**src/rtl/elevator_call_panel_if.sv**
```systemverilog
// Call-panel signal bundle: button/car-status inputs and request-bus/lamp outputs.
// master = controller/test side, slave = the call panel.
interface elevator_call_panel_if #(
  parameter int NUM_FLOORS = 16
);
  logic [NUM_FLOORS-1:0] call_btn;
  logic [3:0]            current_floor;
  logic                  door_open;
  logic [3:0]            requested_floor;
  logic [NUM_FLOORS-1:0] call_lamp;
  logic [NUM_FLOORS-1:0] issued;
  logic [4:0]            outstanding;
  logic                  busy;

  modport master (
    output call_btn, current_floor, door_open,
    input  requested_floor, call_lamp, issued, outstanding, busy
  );

  modport slave (
    input  call_btn, current_floor, door_open,
    output requested_floor, call_lamp, issued, outstanding, busy
  );
endinterface

```
**src/rtl/elevator_call_panel.sv**
```systemverilog
// Latches call buttons, serialises pending calls onto requested_floor (one change = one request).
// Press reaches call_lamp 3 clk after the raw edge; issue rate bounded by HOLD and MAX_OUTSTANDING.
module elevator_call_panel #(
  parameter int NUM_FLOORS      = 16,
  parameter int HOLD_CYCLES     = 2,
  parameter int MAX_OUTSTANDING = 8
) (
  input  logic                  clk,
  input  logic                  rst_n,
  elevator_call_panel_if.slave  bus
);
  typedef enum logic [1:0] {IDLE, SCAN, ISSUE, HOLD} state_t;
  localparam int HW = (HOLD_CYCLES > 1) ? $clog2(HOLD_CYCLES) : 1;

  state_t                state_q, state_d;
  logic [3:0]            scan_ptr_q, scan_ptr_d;
  logic [HW-1:0]         hold_q, hold_d;
  logic [3:0]            req_q, req_d;
  logic [4:0]            outst_q, outst_d;
  logic [NUM_FLOORS-1:0] sync1_q, sync2_q, prev_q;
  logic [NUM_FLOORS-1:0] lamp_q, lamp_d, issued_q, issued_d;
  logic [NUM_FLOORS-1:0] press, serve_mask, cand, issue_mask;
  logic                  serve, inc, dec;

  function automatic logic [3:0] next_floor(input logic [3:0] f);
    return (f == 4'(NUM_FLOORS - 1)) ? 4'd0 : f + 4'd1;
  endfunction

  assign serve = bus.door_open && ({1'b0, bus.current_floor} < 5'(NUM_FLOORS));
  assign press = sync2_q & ~prev_q;

  always_comb begin
    serve_mask = '0;
    cand       = '0;
    for (int f = 0; f < NUM_FLOORS; f++) begin
      serve_mask[f] = serve && (bus.current_floor == 4'(f));
      // The floor already on the bus cannot be re-requested until the bus moves on.
      cand[f]       = lamp_q[f] && !issued_q[f] && (req_q != 4'(f));
    end
  end

  always_comb begin
    state_d    = state_q;
    scan_ptr_d = scan_ptr_q;
    hold_d     = hold_q;
    req_d      = req_q;
    issue_mask = '0;
    case (state_q)
      IDLE: begin
        if (|cand && (outst_q < 5'(MAX_OUTSTANDING))) begin
          state_d    = SCAN;
          scan_ptr_d = next_floor(req_q);
        end
      end
      SCAN: begin
        if (cand == '0)
          state_d = IDLE;
        else if (cand[scan_ptr_q])
          state_d = ISSUE;
        else
          scan_ptr_d = next_floor(scan_ptr_q);
      end
      ISSUE: begin
        // Abort if the call was served (now or on the SCAN->ISSUE edge) before it went out.
        if (serve_mask[scan_ptr_q] || !cand[scan_ptr_q]) begin
          state_d = IDLE;
        end else begin
          req_d                  = scan_ptr_q;
          issue_mask[scan_ptr_q] = 1'b1;
          hold_d                 = '0;
          state_d                = HOLD;
        end
      end
      HOLD: begin
        if (hold_q == HW'(HOLD_CYCLES - 1))
          state_d = IDLE;
        else
          hold_d = hold_q + 1'b1;
      end
      default: state_d = IDLE;
    endcase
  end

  always_comb begin
    lamp_d   = (lamp_q | press) & ~serve_mask;
    issued_d = (issued_q | issue_mask) & ~serve_mask;
    inc      = |issue_mask;
    dec      = |(serve_mask & issued_q);
    outst_d  = outst_q + 5'(inc) - 5'(dec);
  end

  always_ff @(posedge clk or negedge rst_n) begin
    if (!rst_n) begin
      sync1_q    <= '0;
      sync2_q    <= '0;
      prev_q     <= '0;
      lamp_q     <= '0;
      issued_q   <= '0;
      outst_q    <= '0;
      req_q      <= '0;
      state_q    <= IDLE;
      scan_ptr_q <= '0;
      hold_q     <= '0;
    end else begin
      sync1_q    <= bus.call_btn;
      sync2_q    <= sync1_q;
      prev_q     <= sync2_q;
      lamp_q     <= lamp_d;
      issued_q   <= issued_d;
      outst_q    <= outst_d;
      req_q      <= req_d;
      state_q    <= state_d;
      scan_ptr_q <= scan_ptr_d;
      hold_q     <= hold_d;
    end
  end

  assign bus.requested_floor = req_q;
  assign bus.call_lamp       = lamp_q;
  assign bus.issued          = issued_q;
  assign bus.outstanding     = outst_q;
  assign bus.busy            = (state_q != IDLE);
endmodule
```
**src/flat_wrapper.sv**
```systemverilog
// flat-port wrapper written by rule: the top's interface ports become plain ports
module elevator_call_panel_flat 
#(
  parameter int NUM_FLOORS      = 16,
  parameter int HOLD_CYCLES     = 2,
  parameter int MAX_OUTSTANDING = 8
)
  (clk, rst_n, bus_call_btn, bus_current_floor, bus_door_open, bus_requested_floor, bus_call_lamp, bus_issued, bus_outstanding, bus_busy);
  elevator_call_panel_if #(.NUM_FLOORS(NUM_FLOORS)) bus_i ();
  input  logic clk;
  input  logic rst_n;
  input wire logic [$bits(bus_i.call_btn)-1:0] bus_call_btn;
  input wire logic [$bits(bus_i.current_floor)-1:0] bus_current_floor;
  input wire logic [$bits(bus_i.door_open)-1:0] bus_door_open;
  output wire logic [$bits(bus_i.requested_floor)-1:0] bus_requested_floor;
  output wire logic [$bits(bus_i.call_lamp)-1:0] bus_call_lamp;
  output wire logic [$bits(bus_i.issued)-1:0] bus_issued;
  output wire logic [$bits(bus_i.outstanding)-1:0] bus_outstanding;
  output wire logic [$bits(bus_i.busy)-1:0] bus_busy;
  assign bus_i.call_btn = bus_call_btn;
  assign bus_i.current_floor = bus_current_floor;
  assign bus_i.door_open = bus_door_open;
  assign bus_requested_floor = bus_i.requested_floor;
  assign bus_call_lamp = bus_i.call_lamp;
  assign bus_issued = bus_i.issued;
  assign bus_outstanding = bus_i.outstanding;
  assign bus_busy = bus_i.busy;
  elevator_call_panel #(.NUM_FLOORS(NUM_FLOORS), .HOLD_CYCLES(HOLD_CYCLES), .MAX_OUTSTANDING(MAX_OUTSTANDING)) u_core (.clk(clk), .rst_n(rst_n), .bus(bus_i));
endmodule
```
**config.mk**
```make
export PLATFORM = sky130hd
export DESIGN_NAME = elevator_call_panel_flat
export DESIGN_NICKNAME = d
export VERILOG_FILES = /design/src/rtl/elevator_call_panel_if.sv /design/src/rtl/elevator_call_panel.sv /design/src/flat_wrapper.sv
export SDC_FILE = /design/constraint.sdc
export NUM_CORES = 1
export LEC_CHECK = 0
export BUFFER_PORTS_ARGS = -buffer_cell sky130_fd_sc_hd__buf_4
export CAP_MARGIN = 20
export CORE_ASPECT_RATIO = 0.8
export CORE_MARGIN = 10
export CORE_UTILIZATION = 55
export CTS_BUF_LIST = sky130_fd_sc_hd__clkbuf_4 sky130_fd_sc_hd__clkbuf_8
export CTS_CLUSTER_SIZE = 16
export DETAILED_ROUTE_END_ITERATION = 7
export GPL_ROUTABILITY_DRIVEN = 0
export GPL_TIMING_DRIVEN = 0
export PLACE_DENSITY = 0.75
export SKIP_CTS_REPAIR_TIMING = 1
export SLEW_MARGIN = 20
export SYNTH_ARGS = -nofsm -noshare
export SYNTH_HDL_FRONTEND = slang
export SYNTH_SLANG_ARGS = --single-unit
```
**constraint.sdc**
```tcl
create_clock -name clk -period 4.2 [get_ports clk]
set_input_delay 0.21 -clock clk [delete_from_list [all_inputs] [get_ports clk]]
set_output_delay 0.21 -clock clk [all_outputs]
set_load 0.05 [all_outputs]
```
After elaboration in Yosys (flattened, before gate mapping)
Index checks and enable logic that the tools add are counted.
- register bits after elaboration: 96
- logic and storage cells: 173
- add/sub/neg operators: 5
- bitwise logic cells: 9
- reductions and logical operators: 82
- muxes and demuxes: 23
- order comparisons: 3
- eq/ne operators: 41
- operator list (cell ; number):
    AND 16 bit ; 4
    logical AND 1 bit ; 50
    OR reduction 16 bit ; 3
    == test 4 bit (second input constant) ; 10
    two-way mux 16 bit ; 2
    inequality test 4 bit (second input constant) ; 8
    inverter 16 bit ; 2
    OR 16 bit ; 2
    two-way mux 4 bit ; 5
    logical NOT 1 bit ; 17
    == test 4 x 3 -> 1 bit (second input constant) ; 4
    logical NOT 16 bit ; 1
    inequality test 4 x 3 -> 1 bit (second input constant) ; 4
    two-way mux 2 bit ; 5
    adder 4 x 1 -> 4 bit (second input constant) ; 2
    binary-select mux 1 bit (select 4 bit) ; 2
    == test 4 x 2 -> 1 bit (second input constant) ; 2
    inequality test 4 x 2 -> 1 bit (second input constant) ; 2
    case mux 2 bit (4 select lines) ; 1
    case mux 4 bit (2 select lines) ; 1
    inequality test 2 bit (second input constant) ; 3
    nonzero test 2 bit ; 3
    adder 5 x 1 -> 5 bit ; 1
    < comparator 4 x 5 -> 1 bit (second input constant) ; 1
    21 further kinds ; 28

Longest topological paths before layout
Gate-level depths: netlist of run 1.
- word-level depth: 12
- gate-level depth with buffers: 16

Worst setup path before layout of run 1
Ideal clock, no wire load.
- path type: reg-to-reg
- start: reg u_core.req_q[1], in the netlist u_core.bus.requested_floor[1]
- end: reg u_core.outst_q[4], in the netlist u_core.bus.outstanding[4]
- buffers on the path: 1
- arrival: 3.181 ns
- stages on the path, launching flop included: 16
- path slack: 0.892 ns
- period minus slack after synthesis: 3.308 ns
- library setup time: 0.128 ns
- path through: dfrtp_1 -> inv_1 -> ha_1 -> a2111oi_0 -> or4_1 -> nand4_2 -> a21oi_4 -> buf_6 -> o41a_1 -> ha_1 -> inv_1 -> fa_1 -> inv_1 -> a21o_1 -> a21oi_1 -> xor2_1
- longest elaborated chain between the ends: 11
- elaborated cells on any way between the ends: 41
- ends and longest elaborated chain (item ; line ; text):
    start: declaration ; elevator_call_panel.sv:18 ; logic [3:0] req_q, req_d;
    start signal: assignment ; elevator_call_panel.sv:111 ; req_q <= req_d;
    inequality test 4 x 1 -> 1 bit (tied with other cells) ; elevator_call_panel.sv:38 ; cand[f] = lamp_q[f] && !issued_q[f] && (req_q != 4'(f));
    logical AND 1 bit ; elevator_call_panel.sv:38 ;
    binary-select mux 1 bit (select 4 bit) (*) ; elevator_call_panel.sv:65 ; if (serve_mask[scan_ptr_q] || !cand[scan_ptr_q]) begin
    two-way mux 1 bit (not written as such) (*) ; elevator_call_panel.sv:65 ;
    logical NOT 1 bit (*) ; elevator_call_panel.sv:65 ;
    logical OR 1 bit (*) ; elevator_call_panel.sv:65 ;
    two-way mux 16 bit (*) ; elevator_call_panel.sv:65 ;
    two-way mux 16 bit (*) ; elevator_call_panel.sv:48 ; case (state_q)
    OR reduction 16 bit (*) ; elevator_call_panel.sv:87 ; inc = |issue_mask;
    adder 5 x 1 -> 5 bit (*) ; elevator_call_panel.sv:89 ; outst_d = outst_q + 5'(inc) - 5'(dec);
    subtractor 5 x 1 -> 5 bit (*) ; elevator_call_panel.sv:89 ;
    named net u_core.outst_d[4] ; elevator_call_panel.sv:19 ; logic [4:0] outst_q, outst_d;
    end signal: assignment ; elevator_call_panel.sv:110 ; outst_q <= outst_d;
    end: declaration ; elevator_call_panel.sv:19 ;
The timed path passes the listed nets; every way through them passes the cells marked *. The select of a mux whose other input is x is not followed.
A chain may end at the register's enable or synchronous reset.

Worst setup path after layout of run 1
Same ends and word-level chain as after synthesis.

==> results of run 1 <==
-- layout make-up --
| cell class | instances | area, um2 |
|---|---|---|
| buffer | 15 | 90.1 |
| clock buffer | 10 | 131 |
| clock inverter | 6 | 51.3 |
| fill | 563 | 2240 |
| inverter | 39 | 146 |
| multi-input combinational | 241 | 1630 |
| sequential | 96 | 2400 |
| tap | 105 | 131 |
| timing repair buffer | 79 | 639 |
-- placed cells by master, fill, tap and decap left out, types with 2 or more instances in the layout --
cell type,instances
nor2_1,46
a32oi_1,6
clkbuf_1,5
clkinvlp_4,3
or4_1,2
ha_1,14
nor3_1,6
a21o_1,4
nor2b_1,11
xnor2_1,3
nand4_1,5
dlygate4sd3_1,17
buf_4,62
a211oi_1,2
nand3b_1,8
o21ai_0,9
xor2_1,5
a22oi_1,7
buf_2,6
buf_6,4
clkbuf_8,9
nor3b_1,4
a21oi_1,35
dfrtp_1,96
nand2b_1,5
a31oi_1,16
nand3_1,11
mux2i_1,5
inv_1,39
nand3b_4,2
nand2_1,8
-- cells by family after synthesis --
family,synth area share
simple gates,0.154
flops,0.563
compound gates,0.153
buf+inv,0.0554
fa+ha+maj,0.0458
xor+xnor,0.0164
mux,0.0117
-- worst max-delay path by stage --
stage | start | endpoint | slack (ns)
after floorplan | u_core.bus.requested_floor[1]$_DFFE_PN0P_ | u_core.bus.outstanding[4]$_DFF_PN0_ | 0.89
after global placement | u_core.bus.requested_floor[1]$_DFFE_PN0P_ | u_core.bus.outstanding[4]$_DFF_PN0_ | 0.88
after detailed placement | u_core.bus.requested_floor[1]$_DFFE_PN0P_ | u_core.bus.outstanding[4]$_DFF_PN0_ | 0.74
after CTS | u_core.bus.requested_floor[1]$_DFFE_PN0P_ | u_core.bus.outstanding[4]$_DFF_PN0_ | 0.71
after global routing | u_core.bus.requested_floor[1]$_DFFE_PN0P_ | u_core.bus.outstanding[4]$_DFF_PN0_ | 0.45
final | u_core.bus.requested_floor[1]$_DFFE_PN0P_ | u_core.bus.outstanding[4]$_DFF_PN0_ | 0.68
-- cell usage after synthesis, types with 6 or more instances --
library cell | instances | area share
a21oi_1 | 35 | 0.041
buf_2 | 6 | 0.0070
a31oi_1 | 16 | 0.023
inv_1 | 39 | 0.034
nor3_1 | 6 | 0.0070
nand2_1 | 8 | 0.0070
nand3b_1 | 8 | 0.014
nand3_1 | 11 | 0.013
a32oi_1 | 6 | 0.012
a22oi_1 | 7 | 0.012
nor2_1 | 46 | 0.040
o21ai_0 | 9 | 0.011
dfrtp_1 | 96 | 0.56
ha_1 | 14 | 0.041
nor2b_1 | 11 | 0.016
-- state kept, by name (all words and copies together), names as in the netlist --
register	cells
u_core.bus.outstanding	5
u_core.sync2_q	16
u_core.sync1_q	16
u_core.hold_q	1
u_core.bus.issued	16
u_core.prev_q	16
u_core.bus.call_lamp	16
u_core.state_q	2
u_core.scan_ptr_q	4
u_core.bus.requested_floor	4
-- where the power goes --
part	total [mW]	leakage (nW)	switching [mW]	internal, mW
registers	1.28	1.12	0.184	1.10
clock network	0.564	0.0844	0.335	0.229
logic	1.89	1.22	1.24	0.645
total	3.73	2.42	1.76	1.97
-- critical path, stage by stage (launching register included) --
cell and delay [ns]:
dfrtp_1 0.43, inv_1 0.11, ha_1 0.29, a2111oi_0 0.48, or4_1 0.20, nand4_2 0.15, a21oi_4 0.36, buf_6 0.20
o41a_1 0.15, ha_1 0.17, inv_1 0.05, fa_1 0.39, inv_1 0.07, a21o_1 0.12, a21oi_1 0.08, xor2_1 0.14
-- per-layer routing --
layer  vias to the layer above  global-route usage  share of wire
met3                        19              0.0627          0.095
met2                       171               0.285           0.46
met5                         -                   0              0
li1                       1538                   -              -
met1                      1628               0.241           0.42
met4                         0              0.0759          0.019
-- per-stage QoR --
| step | std cells | cell area (um2) | setup WS (ns) | hold WS [ns] |
|---|---|---|---|---|
| 4_1_cts | 574 | 5050 | 0.715 | -0.0801 |
| 3_5_place_dp | 558 | 4870 | 0.737 | 0.320 |
| 3_3_place_gp | 558 | 4860 | 0.884 | 0.319 |
| 2_1_floorplan | 391 | 4270 | 0.892 | -0.0856 |
| 6_report | 591 | 5220 | 0.682 | 0.255 |
| 5_1_grt | 591 | 5220 | 0.454 | 0.267 |
==> results.md, run 1 <==
- Status: complete, no violations
- Synth Cell Area: 4270 um2
- Vias/cell: around 5.7
- Launch point of the worst reg-to-reg path: u_core.bus.requested_floor[1]$_DFFE_PN0P_
- Asr flop ratio synth: 1.00
- P&R area growth vs syn: 22.4%
- Final Cycle Share: 0.838
- All-Layer GR Usage: 0.187
- Reg-to-Reg End: u_core.bus.outstanding[4]$_DFF_PN0_
- Endpoints failing setup: 0
- CP arrival: around 3.8 ns
- Inserted Diodes: 0
- Port bufs: between 60 and 70
- R2R Setup Slk: between 0.6 and 0.7 ns
- LEAKAGE: around 2.4 nW
- Setup_tns: 0 ns
- Netlist cell types: 55
- CTS clk-pin slew, worst paths: 0.09 ns
- Largest net degree at the start of global routing: between 90 and 100
- Global-route wire length before repair: ~17000 um
- Worst-Skew Late Latency: roughly 0.38 ns
- Peak supply drop: around 0.0004 V
- CTS root buffer: clkbuf_8
- Register area share after synthesis: 0.563
- Initial DRT Pass Iterations: 5
- Die height: 98.8 um
- Horiz. Die Dim: ~120 um
- Clock sink count: 96
- Fin crit period: between 3 and 4 ns
- Avg Cell Area, Syn: between 10 and 15 um2
- Site Rows: 28
- Number of flops mapped to enable cells by yosys: 0
- CTS tree: yes
- Worst Hold Path Cells: 3
- Yosys warnings: 0
- DRC Markers: 0
- # H-tree levels: 3
- Slew HR: 0.445
- HP Class: input port to flop
- Drt wl/cell: between 15 and 20 um
- Cells after Synth: roughly 400
- Post-DP HPWL: approximately 8000 um
- Worst-case reg-to-reg path depth: 15
- WP data required: about 4.5 ns
- Setup Crit Path Kind: flop to flop
- Clock Tree Buf Depth: 2
- HP Start: bus_current_floor[0]
- Fin util: 0.699
- Total power draw: between 3 and 4 mW
- Final hold viol count: 0
- Worst Skew: a little under 0.008 ns
- Initial core utilization: 0.572
- Worst slew pin tran: ~0.83 ns
- Nets: between 500 and 600
- Layout cells sized above 1: 0.206
- FMAX: ~280 MHz
- Antenna Violating Nets Remaining: 0
- Crit end category: flop
- IO Pins: 65
- Core Region: around 7500 um2
- Grt ovf: 0
- Antenna violations before repair: 0
- Worst-path fanout max: 10
- Hold Path Sink: u_core.bus.call_lamp[4]$_DFF_PN0_
- Via Count: between 3000 and 4000
- Max-Cap Viols: 0
- WL final: 10900 um
- Startpoint Class: flop
- Max-slew violation count: 0
- Main flop type after synthesis: dfrtp_1
- TritonCTS Buffers: 9
- RSZ-0062 raised after global routing: no
- Die area: about 12000 um2
- PwrDens: between 700 and 800 nW/um2
- Yosys reg bits: 96
- Vias in the first global route: about 3300
- Initial drt markers: 343
- Synthesized Nets: approximately 430
Power figures use the tool's default switching activity.
==> run 2: changes to the inputs <==
--- a/config.mk
+++ b/config.mk
@@ -5,17 +5,18 @@
 export SDC_FILE = /design/constraint.sdc
 export NUM_CORES = 1
 export LEC_CHECK = 0
+export ABC_AREA = 1
 export BUFFER_PORTS_ARGS = -buffer_cell sky130_fd_sc_hd__buf_4
 export CAP_MARGIN = 20
 export CORE_ASPECT_RATIO = 0.8
 export CORE_MARGIN = 10
-export CORE_UTILIZATION = 55
+export CORE_UTILIZATION = 54
 export CTS_BUF_LIST = sky130_fd_sc_hd__clkbuf_4 sky130_fd_sc_hd__clkbuf_8
 export CTS_CLUSTER_SIZE = 16
 export DETAILED_ROUTE_END_ITERATION = 7
 export GPL_ROUTABILITY_DRIVEN = 0
 export GPL_TIMING_DRIVEN = 0
-export PLACE_DENSITY = 0.75
+export PLACE_DENSITY = 0.76
 export SKIP_CTS_REPAIR_TIMING = 1
 export SLEW_MARGIN = 20
 export SYNTH_ARGS = -nofsm -noshare
==> constraint.sdc (replaced) <==
create_clock -name clk -period 3.16 [get_ports clk]
set_input_delay 0.158 -clock clk [delete_from_list [all_inputs] [get_ports clk]]
set_output_delay 0.158 -clock clk [all_outputs]
set_load 0.05 [all_outputs]
==> results.md, run 2 <==
- Status: complete, no violations
- Worst Setup Slack, final: approximately 0.11 ns
- Final hold viol count: 0
- FMAX: around 330 MHz
- Synth Area in Compound Gates: 0.0942
- Multiplexer share of the synthesized area: 0
- Asr flop ratio synth: 1.00
- Number of flops mapped to enable cells by yosys: 0
- Inserted Diodes: 0
- DRC Markers: 0
- P&R area growth vs syn: 21.1%
- Met1 usage in global routing: 0.231
- Total power draw: between 4 and 5 mW
- Adder-cell share of the synthesized area: 0.0419
- Worst-path fanout max: 3
- GR Util met3: 0.0564
- Endpoints failing setup: 0
- RSZ-0062 raised after global routing: no
- Vias/cell: between 5 and 6
- Worst Skew: around 0.015 ns
- CTS tree: yes
- WP data required: ~3.5 ns
- Horiz. Die Dim: about 120 um
- Global-route wire length before repair: 18000 um
- CTS clk-pin slew, worst paths: roughly 0.10 ns
- Port bufs: 64
- CP arrival: around 3.4 ns
- Grt ovf: 0
- Max-slew violation count: 0
- Synth Cell Area: around 4700 um2
- Antenna Violating Nets Remaining: 0
- DP Area: between 5000 and 6000 um2
- Synthesized Nets: 587
- Clock sink count: 96
- CTS root buffer: clkbuf_8
- Largest net degree at the start of global routing: 97
- Cells after Synth: 549
- Top-count cell post-synth: nand2_1
- Drt wl/cell: approximately 15 um
- Yosys warnings: 0
- Post-Synth XOR/XNOR Area: 0.0113
- Register area share after synthesis: 0.515
- Worst slew pin tran: roughly 0.84 ns
- Peak supply drop: approximately 0.00044 V
- All-Layer GR Usage: 0.181
- IO Pins: 65
- Die height: roughly 100 um
- # H-tree levels: 3
- # fillers: just under 700
- Synth top area share: 0.515
- Simple logic cell fraction of the synthesized area: 0.246
- Clock Tree Buf Depth: 2
- Die area: roughly 13000 um2
- Via Count: just under 4000
- Main flop type after synthesis: dfrtp_1
- WL final: between 10000 and 15000 um
- Hold Slack: between 0.15 and 0.2 ns
- Multi-input logic area: ~1800 um2
- Core Region: between 8000 and 9000 um2
- Synth area leader: dfrtp_1
- Initial drt markers: about 370
- TritonCTS Buffers: 9
- PwrDens: 836 nW/um2
- Site Rows: 30
- HP Class: input port to flop
- Worst-Skew Late Latency: 0.38 ns
- Max-Cap Viols: 0
- Grt peak-use layer: met2
- Antenna violations before repair: 0
- Largest family of logic cells by synthesized area: simple AND/OR/NAND/NOR gates
- Fin crit period: approximately 3.0 ns
- Crit end category: flop
- Commonest non-fill, non-tap cell in the layout: nand2_1
- Initial core utilization: 0.552
- Final Cycle Share: 0.964
- Vias in the first global route: about 3800
- Avg Cell Area, Syn: 8.49 um2
- Nets: 680
- Commonest non-fill, non-tap cells in the layout: 116 x nand2_1, 95 x dfrtp_1, 91 x inv_1
- Worst Hold Path Cells: 4
- Met2 usage: 0.282
- Layout cells sized above 1: 0.210
- Slew HR: 0.443
- LEAKAGE: between 2 and 3 nW
- Netlist cell types: 37
- Yosys reg bits: 96
- Post-DP HPWL: 8400 um
- Setup Crit Path Kind: flop to flop
- Synth cell count leaders: 116 x nand2_1, 96 x dfrtp_1, 91 x inv_1
- Final instance area: between 5000 and 6000 um2
- Initial DRT Pass Iterations: 5
- DP Worst Slack: -0.107 ns
- Worst-case reg-to-reg path depth: 11
- Startpoint Class: flop
- Synth area leaders: dfrtp_1 52%, nand2_1 9.3%, inv_1 7.3%
- FF/Latch Area: ~2400 um2
[run 2: changes by cell type in the layout (fill, tap and decap cells not counted), sizes merged, moves of 6 or more]
cell,before,now
nor2,47,80
a31oi,17,0
nor2b,11,0
o211ai,0,9
inv,41,98
nand2,8,128
o21ai,10,21
a32oi,6,0
nand3b,10,2
nand3,11,39
[run 2: logic make-up (layout without fill, tap and decap cells)]
logic type	count (synthesis)	after routing
and+or+nand+nor	256	256
buffers and inverters	105	203
DFF	96	96
AOI/OAI and AO/OA	71	71
adders and majority gates	15	15
xor gates and xnor gates	6	6
[run 2: where the power goes]
group | switching, mW | internal [mW] | total (mW)
Clock | 0.437 | 0.311 | 0.747
Sequential | 0.181 | 1.43 | 1.61
Combinational | 1.62 | 0.748 | 2.36
[run 2: area by class of cell]
| class | instances | share of cell area |
|---|---|---|
| repair buffers | 82 | 0.117 |
| clock buffers | 11 | 0.0246 |
| plain buffers | 9 | 0.0115 |
| well taps | 112 | 0.0248 |
| multi-input cells | 348 | 0.325 |
| clock inverters | 5 | 0.00731 |
| inverters | 96 | 0.0642 |
| flip-flops and latches | 96 | 0.425 |
[run 2: routing by layer]
| layer | vias up | wire (um) |
|---|---|---|
| met3 | 23 | 942 |
| met2 | 157 | 5230 |
| met4 | 0 | 250 |
| met5 | - | 0 |
| met1 | 1875 | 4950 |
| li1 | 1893 | - |
[run 2: through the flow]
step            util  setup TNS [ns]  instances
2_1_floorplan      -               0        549
3_3_place_gp   0.626         -0.0212        725
3_5_place_dp   0.626          -0.107        725
4_1_cts        0.647               0        741
5_1_grt        0.669               0        759
6_report       0.669               0        759
[run 2: critical path: stages (launching register included)]
cell and delay [ns]:
dfrtp_1 0.41, inv_1 0.08, o21ai_0 0.09, a2111oi_0 0.69
nand4_1 0.37, ha_1 0.38, inv_1 0.06, ha_1 0.17
inv_1 0.06, fa_2 0.36, o21ai_1 0.17, xnor2_1 0.14
[run 2: worst paths after layout]
check / startpoint / endpoint / slack (ns)
worst min-delay path: bus_current_floor[1] / u_core.bus.call_lamp[2]$_DFF_PN0_ / 0.20
max in group asynchronous: rst_n / u_core.prev_q[2]$_DFF_PN0_ / 2.16
min in group asynchronous: rst_n / u_core.bus.outstanding[1]$_DFF_PN0_ / 0.41
worst min register to register: u_core.sync1_q[0]$_DFF_PN0_ / u_core.sync2_q[0]$_DFF_PN0_ / 0.34
worst max-delay path: u_core.bus.issued[0]$_DFF_PN0_ / u_core.bus.outstanding[4]$_DFF_PN0_ / 0.11
worst max register to register: u_core.bus.issued[0]$_DFF_PN0_ / u_core.bus.outstanding[4]$_DFF_PN0_ / 0.11
